[src/rtl/cm3_ahb_bus_arbiter.sv]
// Three-port AHB-Lite master arbiter: merges D-code, System and I-code onto one master bus,
// holding the address phase of any port that loses arbitration until it is served.
module cm3_ahb_bus_arbiter #(
    parameter int unsigned RR_MODE    = 0,
    parameter int unsigned BURST_LOCK = 1,
    parameter int unsigned AW         = 32,
    parameter int unsigned DW         = 32
) (
    input  logic          HCLK,
    input  logic          HRESETn,
    // Port 0 (D-code)
    input  logic          HSELS0,
    input  logic [AW-1:0] HADDRS0,
    input  logic [1:0]    HTRANSS0,
    input  logic [2:0]    HSIZES0,
    input  logic [2:0]    HBURSTS0,
    input  logic [3:0]    HPROTS0,
    input  logic          HWRITES0,
    input  logic [DW-1:0] HWDATAS0,
    input  logic          HREADYS0,
    output logic          HREADYOUTS0,
    output logic [1:0]    HRESPS0,
    output logic [DW-1:0] HRDATAS0,
    // Port 1 (System)
    input  logic          HSELS1,
    input  logic [AW-1:0] HADDRS1,
    input  logic [1:0]    HTRANSS1,
    input  logic [2:0]    HSIZES1,
    input  logic [2:0]    HBURSTS1,
    input  logic [3:0]    HPROTS1,
    input  logic          HWRITES1,
    input  logic [DW-1:0] HWDATAS1,
    input  logic          HREADYS1,
    output logic          HREADYOUTS1,
    output logic [1:0]    HRESPS1,
    output logic [DW-1:0] HRDATAS1,
    // Port 2 (I-code)
    input  logic          HSELS2,
    input  logic [AW-1:0] HADDRS2,
    input  logic [1:0]    HTRANSS2,
    input  logic [2:0]    HSIZES2,
    input  logic [2:0]    HBURSTS2,
    input  logic [3:0]    HPROTS2,
    input  logic          HWRITES2,
    input  logic [DW-1:0] HWDATAS2,
    input  logic          HREADYS2,
    output logic          HREADYOUTS2,
    output logic [1:0]    HRESPS2,
    output logic [DW-1:0] HRDATAS2,
    // Master bus
    output logic [AW-1:0] HADDRM,
    output logic [1:0]    HTRANSM,
    output logic [2:0]    HSIZEM,
    output logic [2:0]    HBURSTM,
    output logic [3:0]    HPROTM,
    output logic          HWRITEM,
    output logic [DW-1:0] HWDATAM,
    output logic          HREADYM,
    output logic [1:0]    HMASTERM,
    input  logic          HREADYOUTM,
    input  logic [1:0]    HRESPM,
    input  logic [DW-1:0] HRDATAM
);

    localparam logic [1:0] TransIdle = 2'b00;
    localparam logic [1:0] TransBusy = 2'b01;
    localparam logic [1:0] TransSeq  = 2'b11;

    typedef enum logic [1:0] {StIdle, StWait, StData} state_t;

    typedef struct packed {
        logic [AW-1:0] addr;
        logic [1:0]    trans;
        logic [2:0]    size;
        logic [2:0]    burst;
        logic [3:0]    prot;
        logic          write;
    } addr_ph_t;

    addr_ph_t      live [3];
    logic [DW-1:0] wdata [3];
    logic [2:0]    sel, rdy_in, rdy_out;

    state_t   state_q [3], state_d [3];
    addr_ph_t hold_q [3], hold_d [3];
    logic [1:0] addr_owner_q, data_owner_q, rr_last_q;

    logic [2:0] accept, req, grant_hit;
    logic [1:0] grant_idx, start_idx, own_trans;
    logic [2:0] cand;
    logic       found, lock, mst_valid;
    addr_ph_t   mst;

    assign live[0] = {HADDRS0, HTRANSS0, HSIZES0, HBURSTS0, HPROTS0, HWRITES0};
    assign live[1] = {HADDRS1, HTRANSS1, HSIZES1, HBURSTS1, HPROTS1, HWRITES1};
    assign live[2] = {HADDRS2, HTRANSS2, HSIZES2, HBURSTS2, HPROTS2, HWRITES2};
    assign wdata[0] = HWDATAS0;
    assign wdata[1] = HWDATAS1;
    assign wdata[2] = HWDATAS2;
    assign sel      = {HSELS2, HSELS1, HSELS0};
    assign rdy_in   = {HREADYS2, HREADYS1, HREADYS0};

    // Requests are masked while in reset so nothing reaches the bus during assertion.
    always_comb begin
        accept = '0;
        req    = '0;
        for (int i = 0; i < 3; i++) begin
            accept[i] = HRESETn & sel[i] & live[i].trans[1] & rdy_in[i];
            req[i]    = accept[i] | (state_q[i] == StWait);
        end
    end

    assign own_trans = live[addr_owner_q].trans;
    assign lock = (BURST_LOCK != 0) && HRESETn && sel[addr_owner_q] &&
                  ((own_trans == TransSeq) || (own_trans == TransBusy));

    // Round-robin starts searching just after the last port that issued a transfer.
    always_comb begin
        start_idx = 2'd0;
        if (RR_MODE != 0) begin
            start_idx = (rr_last_q == 2'd2) ? 2'd0 : rr_last_q + 2'd1;
        end
        grant_idx = addr_owner_q;
        found     = 1'b0;
        cand      = '0;
        for (int k = 0; k < 3; k++) begin
            cand = {1'b0, start_idx} + 3'(k);
            if (cand >= 3'd3) cand = cand - 3'd3;
            if (!found && req[cand[1:0]]) begin
                grant_idx = cand[1:0];
                found     = 1'b1;
            end
        end
        if (lock) grant_idx = addr_owner_q;
    end

    always_comb begin
        mst       = (state_q[grant_idx] == StWait) ? hold_q[grant_idx] : live[grant_idx];
        mst_valid = req[grant_idx] | lock;
    end

    assign HADDRM   = mst.addr;
    assign HTRANSM  = mst_valid ? mst.trans : TransIdle;
    assign HSIZEM   = mst.size;
    assign HBURSTM  = mst.burst;
    assign HPROTM   = mst.prot;
    assign HWRITEM  = mst.write;
    assign HMASTERM = grant_idx;
    assign HREADYM  = HREADYOUTM;
    assign HWDATAM  = wdata[data_owner_q];

    assign grant_hit = HREADYOUTM ? (3'b001 << grant_idx) : 3'b000;

    always_comb begin
        for (int i = 0; i < 3; i++) begin
            state_d[i] = state_q[i];
            hold_d[i]  = hold_q[i];
            unique case (state_q[i])
                StIdle, StData: begin
                    if (accept[i]) begin
                        if (grant_hit[i]) begin
                            state_d[i] = StData;
                        end else begin
                            state_d[i] = StWait;
                            hold_d[i]  = live[i];
                        end
                    end else if ((state_q[i] == StData) && HREADYOUTM) begin
                        state_d[i] = StIdle;
                    end
                end
                StWait: if (grant_hit[i]) state_d[i] = StData;
                default: state_d[i] = StIdle;
            endcase
        end
    end

    always_comb begin
        for (int i = 0; i < 3; i++) begin
            rdy_out[i] = (state_q[i] == StIdle) | ((state_q[i] == StData) & HREADYOUTM);
        end
    end

    assign HREADYOUTS0 = rdy_out[0];
    assign HREADYOUTS1 = rdy_out[1];
    assign HREADYOUTS2 = rdy_out[2];
    assign HRESPS0  = (state_q[0] == StData) ? HRESPM : 2'b00;
    assign HRESPS1  = (state_q[1] == StData) ? HRESPM : 2'b00;
    assign HRESPS2  = (state_q[2] == StData) ? HRESPM : 2'b00;
    assign HRDATAS0 = (state_q[0] == StData) ? HRDATAM : '0;
    assign HRDATAS1 = (state_q[1] == StData) ? HRDATAM : '0;
    assign HRDATAS2 = (state_q[2] == StData) ? HRDATAM : '0;

    always_ff @(posedge HCLK or negedge HRESETn) begin
        if (!HRESETn) begin
            for (int i = 0; i < 3; i++) begin
                state_q[i] <= StIdle;
                hold_q[i]  <= '0;
            end
            addr_owner_q <= 2'd0;
            data_owner_q <= 2'd0;
            rr_last_q    <= 2'd2;
        end else begin
            for (int i = 0; i < 3; i++) begin
                state_q[i] <= state_d[i];
                hold_q[i]  <= hold_d[i];
            end
            if (HREADYOUTM) addr_owner_q <= grant_idx;
            if (HREADYOUTM && HTRANSM[1]) begin
                data_owner_q <= grant_idx;
                rr_last_q    <= grant_idx;
            end
        end
    end

endmodule

[config.mk]
export PLATFORM = sky130hd
export DESIGN_NAME = cm3_ahb_bus_arbiter
export DESIGN_NICKNAME = d
export VERILOG_FILES = /design/src/rtl/cm3_ahb_bus_arbiter.sv
export SDC_FILE = /design/constraint.sdc
export NUM_CORES = 1
export LEC_CHECK = 0
export CAP_MARGIN = 5
export CORE_AREA = 2 2 177 179
export CTS_CLUSTER_SIZE = 40
export DETAILED_ROUTE_END_ITERATION = 10
export DIE_AREA = 0 0 179 181
export GPL_ROUTABILITY_DRIVEN = 1
export HOLD_SLACK_MARGIN = 0.1
export PLACE_DENSITY_LB_ADDON = 0.3
export SYNTH_ARGS = -nofsm -noshare
export SYNTH_HDL_FRONTEND = slang
export SYNTH_SLANG_ARGS = --single-unit
[constraint.sdc]
create_clock -name HCLK -period 3.4 [get_ports HCLK]
set_input_delay 0.51 -clock HCLK [delete_from_list [all_inputs] [get_ports HCLK]]
set_output_delay 0.51 -clock HCLK [all_outputs]
set_load 0.01 [all_outputs]
==> results of run 1 <==
==> flip-flops by register name, summed over array words and instances, names as in the netlist <==
register,cells
hold_q,135
data_owner_q,2
state_q,6
addr_owner_q,2
==> power groups by stage <==
stage          logic (uW)  clock network, uW  registers, uW
2_1_floorplan        5230                  0           2890
3_3_place_gp         9750                  0           3040
4_1_cts             10500               2020           3050
5_1_grt             11200               2110           3170
3_5_place_dp         9810                  0           3070
6_report            10500               1980           3060
==> tightest hold or removal path, delay by kind of cell <==
family                 cells  cell delay (ns)
buffers and inverters      3             0.53
==> cells in the mapped netlist (19+ instances only) <==
cell type and number:
buf_4 21, o221ai_1 24, mux2_1 44, clkbuf_1 34, nand2_1 155, o21ai_1 19, o21ai_0 33, mux4_2 19
dfrtp_1 145, mux2_2 94, and2_1 104, mux2i_1 101
==> cell families (layout without fill, tap and decap cells) <==
logic type	count (synthesis)	in the layout	share of synthesized area [%]
multiplexers	258	258	32.5
buffers and inverters	67	595	3.83
AO/OA/AOI/OAI	109	109	7.98
flip-flops	145	145	39.4
AND/OR/NAND/NOR	299	299	16.2
other	0	2	0
==> final cells by class <==
type	count	area, um2
Antenna cell	2	5.00
Clock buffer	17	425
Clock inverter	15	191
Fill cell	2755	14700
Inverter	3	11.3
Multi-Input combinational cell	666	5310
Sequential cell	145	3630
Tap cell	396	495
Timing Repair Buffer	560	5580
==> path summary, 6_finish.rpt <==
kind | startpoint | endpoint | slack, ns | depth (start not counted)
worst min-delay path | HRESETn | hold_q[11] | 0.25 | 3
worst min register to register | hold_q[102] | hold_q[102] | 0.47 | 1
min in group HCLK | hold_q[102] | hold_q[102] | 0.47 | 1
max in group asynchronous | HRESETn | hold_q[105] | 1.70 | 3
worst max register to register | addr_owner_q[0] | data_owner_q[1] | 0.65 | 12
worst max-delay path | HSELS0 | HADDRM[30] | -0.02 | 13
==> routing by layer <==
layer  wire length [um]  up-vias
li1                   -     4148
met2              18400      302
met5                 13        -
met3               2200       52
met4               1090        2
met1              14200     4230
==> repair_timing <==
item / in CTS / in global routing
hold endpoints to repair: 7 / 0
gates resized for setup: 201 / 12
endpoints found under the setup margin: 45 / 45
hold buffers: 2 / 0
buffers inserted: 15 / 4
pin swaps: 19 / 5
cloned: 5 / 0
==> per-stage QoR <==
step / total power (uW) / hold slack (ns) / TNS [ns]
6_report: 15500 / 0.251 / -0.0418
5_1_grt: 16500 / 0.260 / -3.94
4_1_cts: 15500 / 0.251 / -0.436
3_5_place_dp: 12900 / 0.342 / -20.50
3_3_place_gp: 12800 / 0.342 / -19.18
2_1_floorplan: 8130 / 0.214 / 0
==> impl_metrics.ini, run 1 <==
[die]
fp.dieH_um = 181
die_area_mm2 = 0.0324
io_pins = 459
design.core.area_mm2 = 0.0303
rows = 64
die_w_um = 179
start_util_pct = 30.3

[global_route]
grt_max_degree = 70
grt_usage_pct = 21.8
grt_first_pass_wirelength_um = 53600
use_met2_pct = 38.9
globalRouteOverflowTotal = 0
met1_usage_pct = 25.5
antenna_found_initial = 3
grt_pass1_vias = 8924
top_usage_layer = met2
met3_usage_pct = 4.82

[yosys]
yosys_warnings = 0
synth_seq_cells = 145
synth-edff-count = 0
syn_area_per_cell_um2 = 10.5
ys.flop_type = dfrtp_1
syn_area_mm2 = 0.00920
ys_types = 48
synth_seq_area_share_pct = 39.4
synthArstFlopShare_pct = 100
synth_area_leaders = dfrtp_1 39%, mux2_2 12%, mux2i_1 11%, and2_1 7.1%, nand2_1 6.3%
synthesis.instances = 878
postSynthNetCount = 1152
yosys.area.top_type_share_pct = 39.4
yosysTopAreaCell = dfrtp_1

[power_and_ir_drop]
swShare_pct = 39.5
ir_drop_uv = 582
p_clk_share_pct = 12.8
pwr-share-seq_pct = 19.7
switching_power_uw = 6120
cellLeakagePower_uw = 0.00685
pwr-share-comb_pct = 67.5
p_int_uw = 9380
p_per_area_mw_per_mm2 = 991

[clocking]
clk_pin_slew_ns = 0.06
ctsLongestPathBuffers = 2
insertion_delay_ns = 0.42
cts_tree = yes
htreeDepth = 4
cts.sinks = 145
cts_made_buffers = 17
cts_root_buf = clkbuf_16

[sta]
skew_ns = 0.0116
slew-limit-headroom_pct = 38.5
layout_setup_ws_ns = -0.0244
hold_viol = 0
setup_viol = 3
maxSlewViolCount = 0
fin_crit_sh_pct = 101
period_minus_slack_ns = 3.42
timing.fmax_ghz = 0.292
worstMarginPinSlew_ns = 0.922
rsz0062_at_grt = true

[route]
via_per_inst = 4.84
finalWirelength_um = 35900
drt_iter0_drc = 296
drcViolationCount = 0
firstDrtPassIters = 4
wl_per_cell_um = 19.9
antenna_left = 0
vias = 8734

[placement]
place_area_mm2 = 0.0147
gp_routability_congestion = 0.858
port_buffers = 458
dpl.hpwl_um = 27100
pre_cts_ws_ns = -0.523
post-place-cells = 1744

[outcome]
violations = negative setup slack
status = finished, violations left

[critical_path]
path_delay_family = buffers and inverters
criticalPathCategory = primary input to output pin
crit_arrival_ns = 2.91
path_cells = dlygate4sd2_1, a211o_1, o211ai_2, a211o_1, o21a_2, mux2i_4, buf_12, buf_16, buf_12, buf_12, mux2i_2, o221ai_1, buf_2
cp_max_fo = 8
cp.required_ns = 2.89
endpoint_kind = output pin
path_buf_inv = 6
critPathMaxStageDelay_ns = 0.35
critPathMostFrequentCell = buf_12
cp-start-kind = primary input
cp_slowest_cell = a211o_1

[cells_and_area]
layout_commonest_cell = clkdlybuf4s50_1
final_cell_mix = 402 x clkdlybuf4s50_1, 153 x nand2_1, 144 x dfrtp_1
fin_area_mm2 = 0.0156
area_delta_synth_final_pct = 70.0
layout-drive-gt1-share_pct = 23.0
fin_nets = 1667
instances_no_fill = 1804
fin_util_pct = 51.6

[min_path]
hold_class = primary input to asynchronous set/reset pin

[flow_run]
cap_violations = 0
(Power assumes the default switching activity.)
==> inputs of run 2 (changes only) <==
- CELL_PAD_IN_SITES_DETAIL_PLACEMENT: unset -> 1
- CELL_PAD_IN_SITES_GLOBAL_PLACEMENT: unset -> 2
- CORE_AREA: 2 2 177 179 -> unset
- CORE_ASPECT_RATIO: unset -> 2
- CORE_MARGIN: unset -> 2
- CORE_UTILIZATION: unset -> 24
- DIE_AREA: 0 0 179 181 -> unset
==> run 2 against run 1 <==
The flow still finishes with violations (negative setup slack); cell count rose by 4.7%; non-clock buffer count rose by 13; fmax is 1.4% lower; setup slack worse by 0.048 ns; register-to-register slack lost 0.26 ns; critical path type is now flip-flop to output pin; critical endpoint is now HADDRM[20]; largest cell class unchanged; largest power group unchanged.
==> impl_metrics.ini, run 2 (same netlist as run 1, synthesis figures left out) <==
[cells_and_area]
final_cell_mix = 402 x clkdlybuf4s50_1, 144 x dfrtp_1, 143 x nand2_1
largest-register = hold_q
fin_util_pct = 42.1
fin_area_mm2 = 0.0160
layout_commonest_cell = clkdlybuf4s50_1
largest_reg_flops = 135
reg_top3 = hold_q x135, state_q x6
instances_no_fill = 1889
layout-drive-gt1-share_pct = 26.5
fin_nets = 1680
area_delta_synth_final_pct = 73.5

[global_route]
grt_usage_pct = 21.6
antenna_found_initial = 12
globalRouteOverflowTotal = 0
grt_max_degree = 54
grt_pass1_vias = 9975
grt_first_pass_wirelength_um = 63200

[placement]
port_buffers = 458
place_area_mm2 = 0.0149
pre_cts_ws_ns = -0.565
dpl.hpwl_um = 33800
post-place-cells = 1813
gp_routability_congestion = 0.797

[route]
wl_per_cell_um = 23.3
drt_iter0_drc = 247
vias = 9095
finalWirelength_um = 44100
firstDrtPassIters = 4
antenna_left = 0
drcViolationCount = 0
via_per_inst = 4.81

[critical_path]
r2r_setup_slack_ns = 0.39
r2r-end = hold_q[110]
cp_max_fo = 7
endpoint_kind = output pin
endpoint = HADDRM[20]
crit_start = state_q[3]
cp-start-kind = flip-flop
rr_startpoint = state_q[3]
r2r.worst_path.cells = 12
criticalPathCategory = flip-flop to output pin
cp.required_ns = 2.89
crit_arrival_ns = 2.96

[power_and_ir_drop]
cellLeakagePower_uw = 0.00687
finalPower_uw = 16100
p_per_area_mw_per_mm2 = 1010
ir_drop_uv = 495

[sta]
worstMarginPinSlew_ns = 0.706
layout_setup_ws_ns = -0.0726
slew-limit-headroom_pct = 52.9
setup_viol = 23
maxSlewViolCount = 0
hold_viol = 0
rsz0062_at_grt = true
fin_crit_sh_pct = 102
skew_ns = 0.00925
timing.fmax_ghz = 0.288
period_minus_slack_ns = 3.47

[clocking]
clk_pin_slew_ns = 0.06
ctsLongestPathBuffers = 2
htreeDepth = 4
cts_made_buffers = 17
insertion_delay_ns = 0.44
cts_root_buf = clkbuf_16
cts.sinks = 145
cts_tree = yes

[min_path]
hold_class = primary input to asynchronous set/reset pin

[die]
die_area_mm2 = 0.0400
start_util_pct = 24.3
rows = 101
design.core.area_mm2 = 0.0379
fp.dieH_um = 281
die_w_um = 142
io_pins = 459

[outcome]
status = finished, violations left
violations = negative setup slack

[flow_run]
cap_violations = 0
-- run 2: cell types whose count changed in the layout (fill, tap and decap cells not counted), sizes merged, moves of 6 or more --
cell / change
buf: +22
clkbuf: +8
inv: -8
diode: +7
clkdlybuf4s15: -6
-- run 2: layout make-up --
type / instances / area (um2)
Antenna cell: 9 / 22.5
Inverter: 3 / 11.3
Timing Repair Buffer: 573 / 5660
Clock inverter: 5 / 53.8
Clock buffer: 25 / 495
Multi-Input combinational cell: 666 / 5510
Tap cell: 463 / 579
Sequential cell: 145 / 3630
Fill cell: 4194 / 21900
-- run 2: how the worst min path moves through the flow --
stage | start | end | slack [ns] | cells after the start
finish | HRESETn | hold_q[101] | 0.17 | 3
global route | HRESETn | hold_q[101] | 0.16 | 3
CTS | HRESETn | hold_q[101] | 0.16 | 3
detailed placement | hold_q[57] | hold_q[57] | 0.46 | 1
global placement | hold_q[102] | hold_q[102] | 0.45 | 1
floorplan | HRESETn | addr_owner_q[0] | 0.21 | 0
-- run 2: critical path, cell delays in order, from the launching register on --
cell and delay (ns):
dfrtp_1 0.39, nand2b_4 0.18, nand4_1 0.17, a211o_1 0.38, o21a_2 0.16, mux2i_4 0.20, buf_6 0.14, buf_12 0.14
buf_8 0.13, mux2i_4 0.18, o21ai_2 0.26, buf_2 0.19
-- run 2: what timing repair did --
| action | CTS | global route |
|---|---|---|
| setup buffers | 26 | 5 |
| pin swaps | 35 | 17 |
| endpoints found under the setup margin | 46 | 46 |
| cloned | 5 | 1 |
| endpoints found under the hold margin | 6 | 0 |
| resized for setup | 239 | 39 |
| hold buffers | 1 | 0 |
-- run 2: power breakdown --
group | internal, uW | leakage, uW | switching, uW
Sequential | 2580 | 0.00174 | 513
Combinational | 5970 | 0.00486 | 5270
Clock | 1070 | 0.000273 | 733
-- run 2: metrics by stage --
step / hold slack (ns) / TNS, ns
2_1_floorplan: 0.214 / 0
3_3_place_gp: 0.447 / -23.31
3_5_place_dp: 0.458 / -25.83
4_1_cts: 0.156 / -1.34
5_1_grt: 0.156 / -5.26
6_report: 0.175 / -0.625
-- run 2: metal layers --
layer | wire length, um | global-route usage (%) | vias up
met5 | 35 | 0 | -
met4 | 1370 | 8.50 | 6
met3 | 2870 | 5.15 | 66
met2 | 25900 | 44.1 | 348
met1 | 13800 | 19.7 | 4513
li1 | - | - | 4162
==> inputs of run 3 (changes only) <==
- clock period: 3.4 -> 3.46 ns (I/O delays scaled with it)
==> run 3 against run 2 <==
The run still ends with negative setup slack left; combinational power down 5%; worst hold slack better by 0.0076 ns; non-clock buffer count down 10; critical endpoint is now HADDRM[28].
==> impl_metrics.ini, run 3 (same netlist as run 1, synthesis figures left out) <==
[route]
via_per_inst = 4.83
wl_per_cell_um = 23.2
firstDrtPassIters = 4
antenna_left = 0
drt_iter0_drc = 192
drcViolationCount = 0
finalWirelength_um = 43700
vias = 9113

[sta]
maxSlewViolCount = 0
setup_viol = 13
worstMarginPinSlew_ns = 0.751
period_minus_slack_ns = 3.54
slew-limit-headroom_pct = 49.9
hold_viol = 0
skew_ns = 0.0121
fin_crit_sh_pct = 102
timing.fmax_ghz = 0.282
rsz0062_at_grt = true
layout_setup_ws_ns = -0.0842

[critical_path]
r2r_setup_slack_ns = 0.44
cp_max_fo = 7
r2r.worst_path.cells = 11
cp-start-kind = primary input
criticalPathCategory = primary input to output pin
endpoint_kind = output pin
critPathMaxStageDelay_ns = 0.40
cp_slowest_cell = clkdlybuf4s50_1
rr_startpoint = state_q[1]
path_cells = clkdlybuf4s50_1, nand4_1, nand4_1, a211o_1, o21a_1, mux2i_4, buf_6, buf_12, buf_12, buf_16, mux2i_1, o221ai_1, buf_2
path_delay_family = buffers and inverters
crit_arrival_ns = 3.03
cp.required_ns = 2.94
path_buf_inv = 6
r2r-end = hold_q[120]

[flow_run]
cap_violations = 0

[placement]
dpl.hpwl_um = 33700
port_buffers = 458
gp_routability_congestion = 0.794
post-place-cells = 1811

[global_route]
grt_pass1_vias = 9854
antenna_found_initial = 17
grt_max_degree = 55
globalRouteOverflowTotal = 0
grt_usage_pct = 21.3
grt_first_pass_wirelength_um = 62400

[power_and_ir_drop]
pwr-share-seq_pct = 19.5
ir_drop_uv = 520
p_clk_share_pct = 12.2
pwr-share-comb_pct = 68.3
p_int_uw = 9170
finalPower_uw = 15500
swShare_pct = 40.8
p_per_area_mw_per_mm2 = 978
cellLeakagePower_uw = 0.00684
switching_power_uw = 6320

[die]
fp.dieH_um = 281
design.core.area_mm2 = 0.0379
die_w_um = 142
rows = 101
die_area_mm2 = 0.0400
io_pins = 459
start_util_pct = 24.3

[clocking]
clk_pin_slew_ns = 0.06
cts_made_buffers = 17
cts.sinks = 145
insertion_delay_ns = 0.44
cts_root_buf = clkbuf_16
ctsLongestPathBuffers = 2
cts_tree = yes
htreeDepth = 4

[cells_and_area]
layout-drive-gt1-share_pct = 25.3
largest_reg_flops = 135
fin_nets = 1670
reg_top3 = hold_q x135, state_q x6
layout_commonest_cell = clkdlybuf4s50_1
area_delta_synth_final_pct = 72.2
instances_no_fill = 1886
largest-register = hold_q
final_cell_mix = 403 x clkdlybuf4s50_1, 145 x nand2_1, 144 x dfrtp_1
nFillCells = 4233

[outcome]
violations = negative setup slack
status = finished, violations left

[min_path]
hold_class = primary input to asynchronous set/reset pin
==> run 3: worst register-to-register path, cell delays in order, from the launching register on <==
cell and delay (ns):
dfrtp_1 0.43, nand2b_2 0.21, and2_1 0.20, buf_4 0.17
nor2_2 0.15, a22oi_2 0.12, buf_4 0.17, buf_4 0.21
and2_1 0.22, a211oi_4 0.35, buf_12 0.28, mux2_2 0.39
==> run 3: how the worst max path moves through the flow <==
stage / cells past startpoint / start / slack, ns / end
CTS: 11 / addr_owner_q[1] / -0.12 / HADDRM[16]
global placement: 11 / HTRANSS0[0] / -0.46 / HADDRM[29]
global route: 13 / HREADYS1 / -0.18 / HADDRM[28]
floorplan: 10 / HTRANSS0[0] / 0.62 / HADDRM[27]
detailed placement: 11 / HTRANSS1[1] / -0.48 / HADDRM[28]
finish: 13 / HREADYS1 / -0.08 / HADDRM[28]
==> run 3: layer usage <==
metal / vias up / part of all wire (%) / global-route usage (%)
li1: 4150 / - / -
met1: 4542 / 32 / 19.2
met2: 354 / 58 / 41.9
met3: 61 / 6.8 / 5.59
met4: 6 / 3.6 / 11.6
met5: - / 0.094 / 0
==> run 3: metrics by stage <==
step	TNS, ns	setup slack [ns]	hold WS [ns]	util, %	instance area [um2]
6_report	-0.398	-0.0842	0.182	41.8	15900
4_1_cts	-1.07	-0.124	0.170	41.5	15700
5_1_grt	-3.92	-0.184	0.171	41.8	15800
2_1_floorplan	0	0.617	0.223	-	9200
3_5_place_dp	-20.66	-0.481	0.457	39.2	14900
3_3_place_gp	-19.71	-0.465	0.447	39.2	14900
==> run 3: what timing repair did <==
action,CTS,global route
hold buffers,1,0
gates resized for setup,203,53
gates cloned,6,0
pin swaps,19,16
setup endpoints to repair,45,46
hold endpoints to repair,6,0
buffers inserted,15,10
==> run 3: power by group through the flow <==
stage	clock network, uW	registers [uW]	logic, uW
floorplan	0	2840	5140
global placement	0	2970	9850
detailed placement	0	3030	9950
CTS	1940	3010	10600
global route	2000	3130	11300
finish	1890	3020	10600
==> run 3: area by class of cell <==
| cell class | count | area (um2) | share of cell area, % |
|---|---|---|---|
| clock inverters | 12 | 133 | 0.837 |
| clock buffers | 20 | 457 | 2.88 |
| well taps | 463 | 579 | 3.65 |
| repair buffers | 563 | 5560 | 35.1 |
| multi-input cells | 666 | 5450 | 34.4 |
| inverters | 3 | 11.3 | 0.0710 |
| diodes | 14 | 35.0 | 0.221 |
| flip-flops and latches | 145 | 3630 | 22.9 |
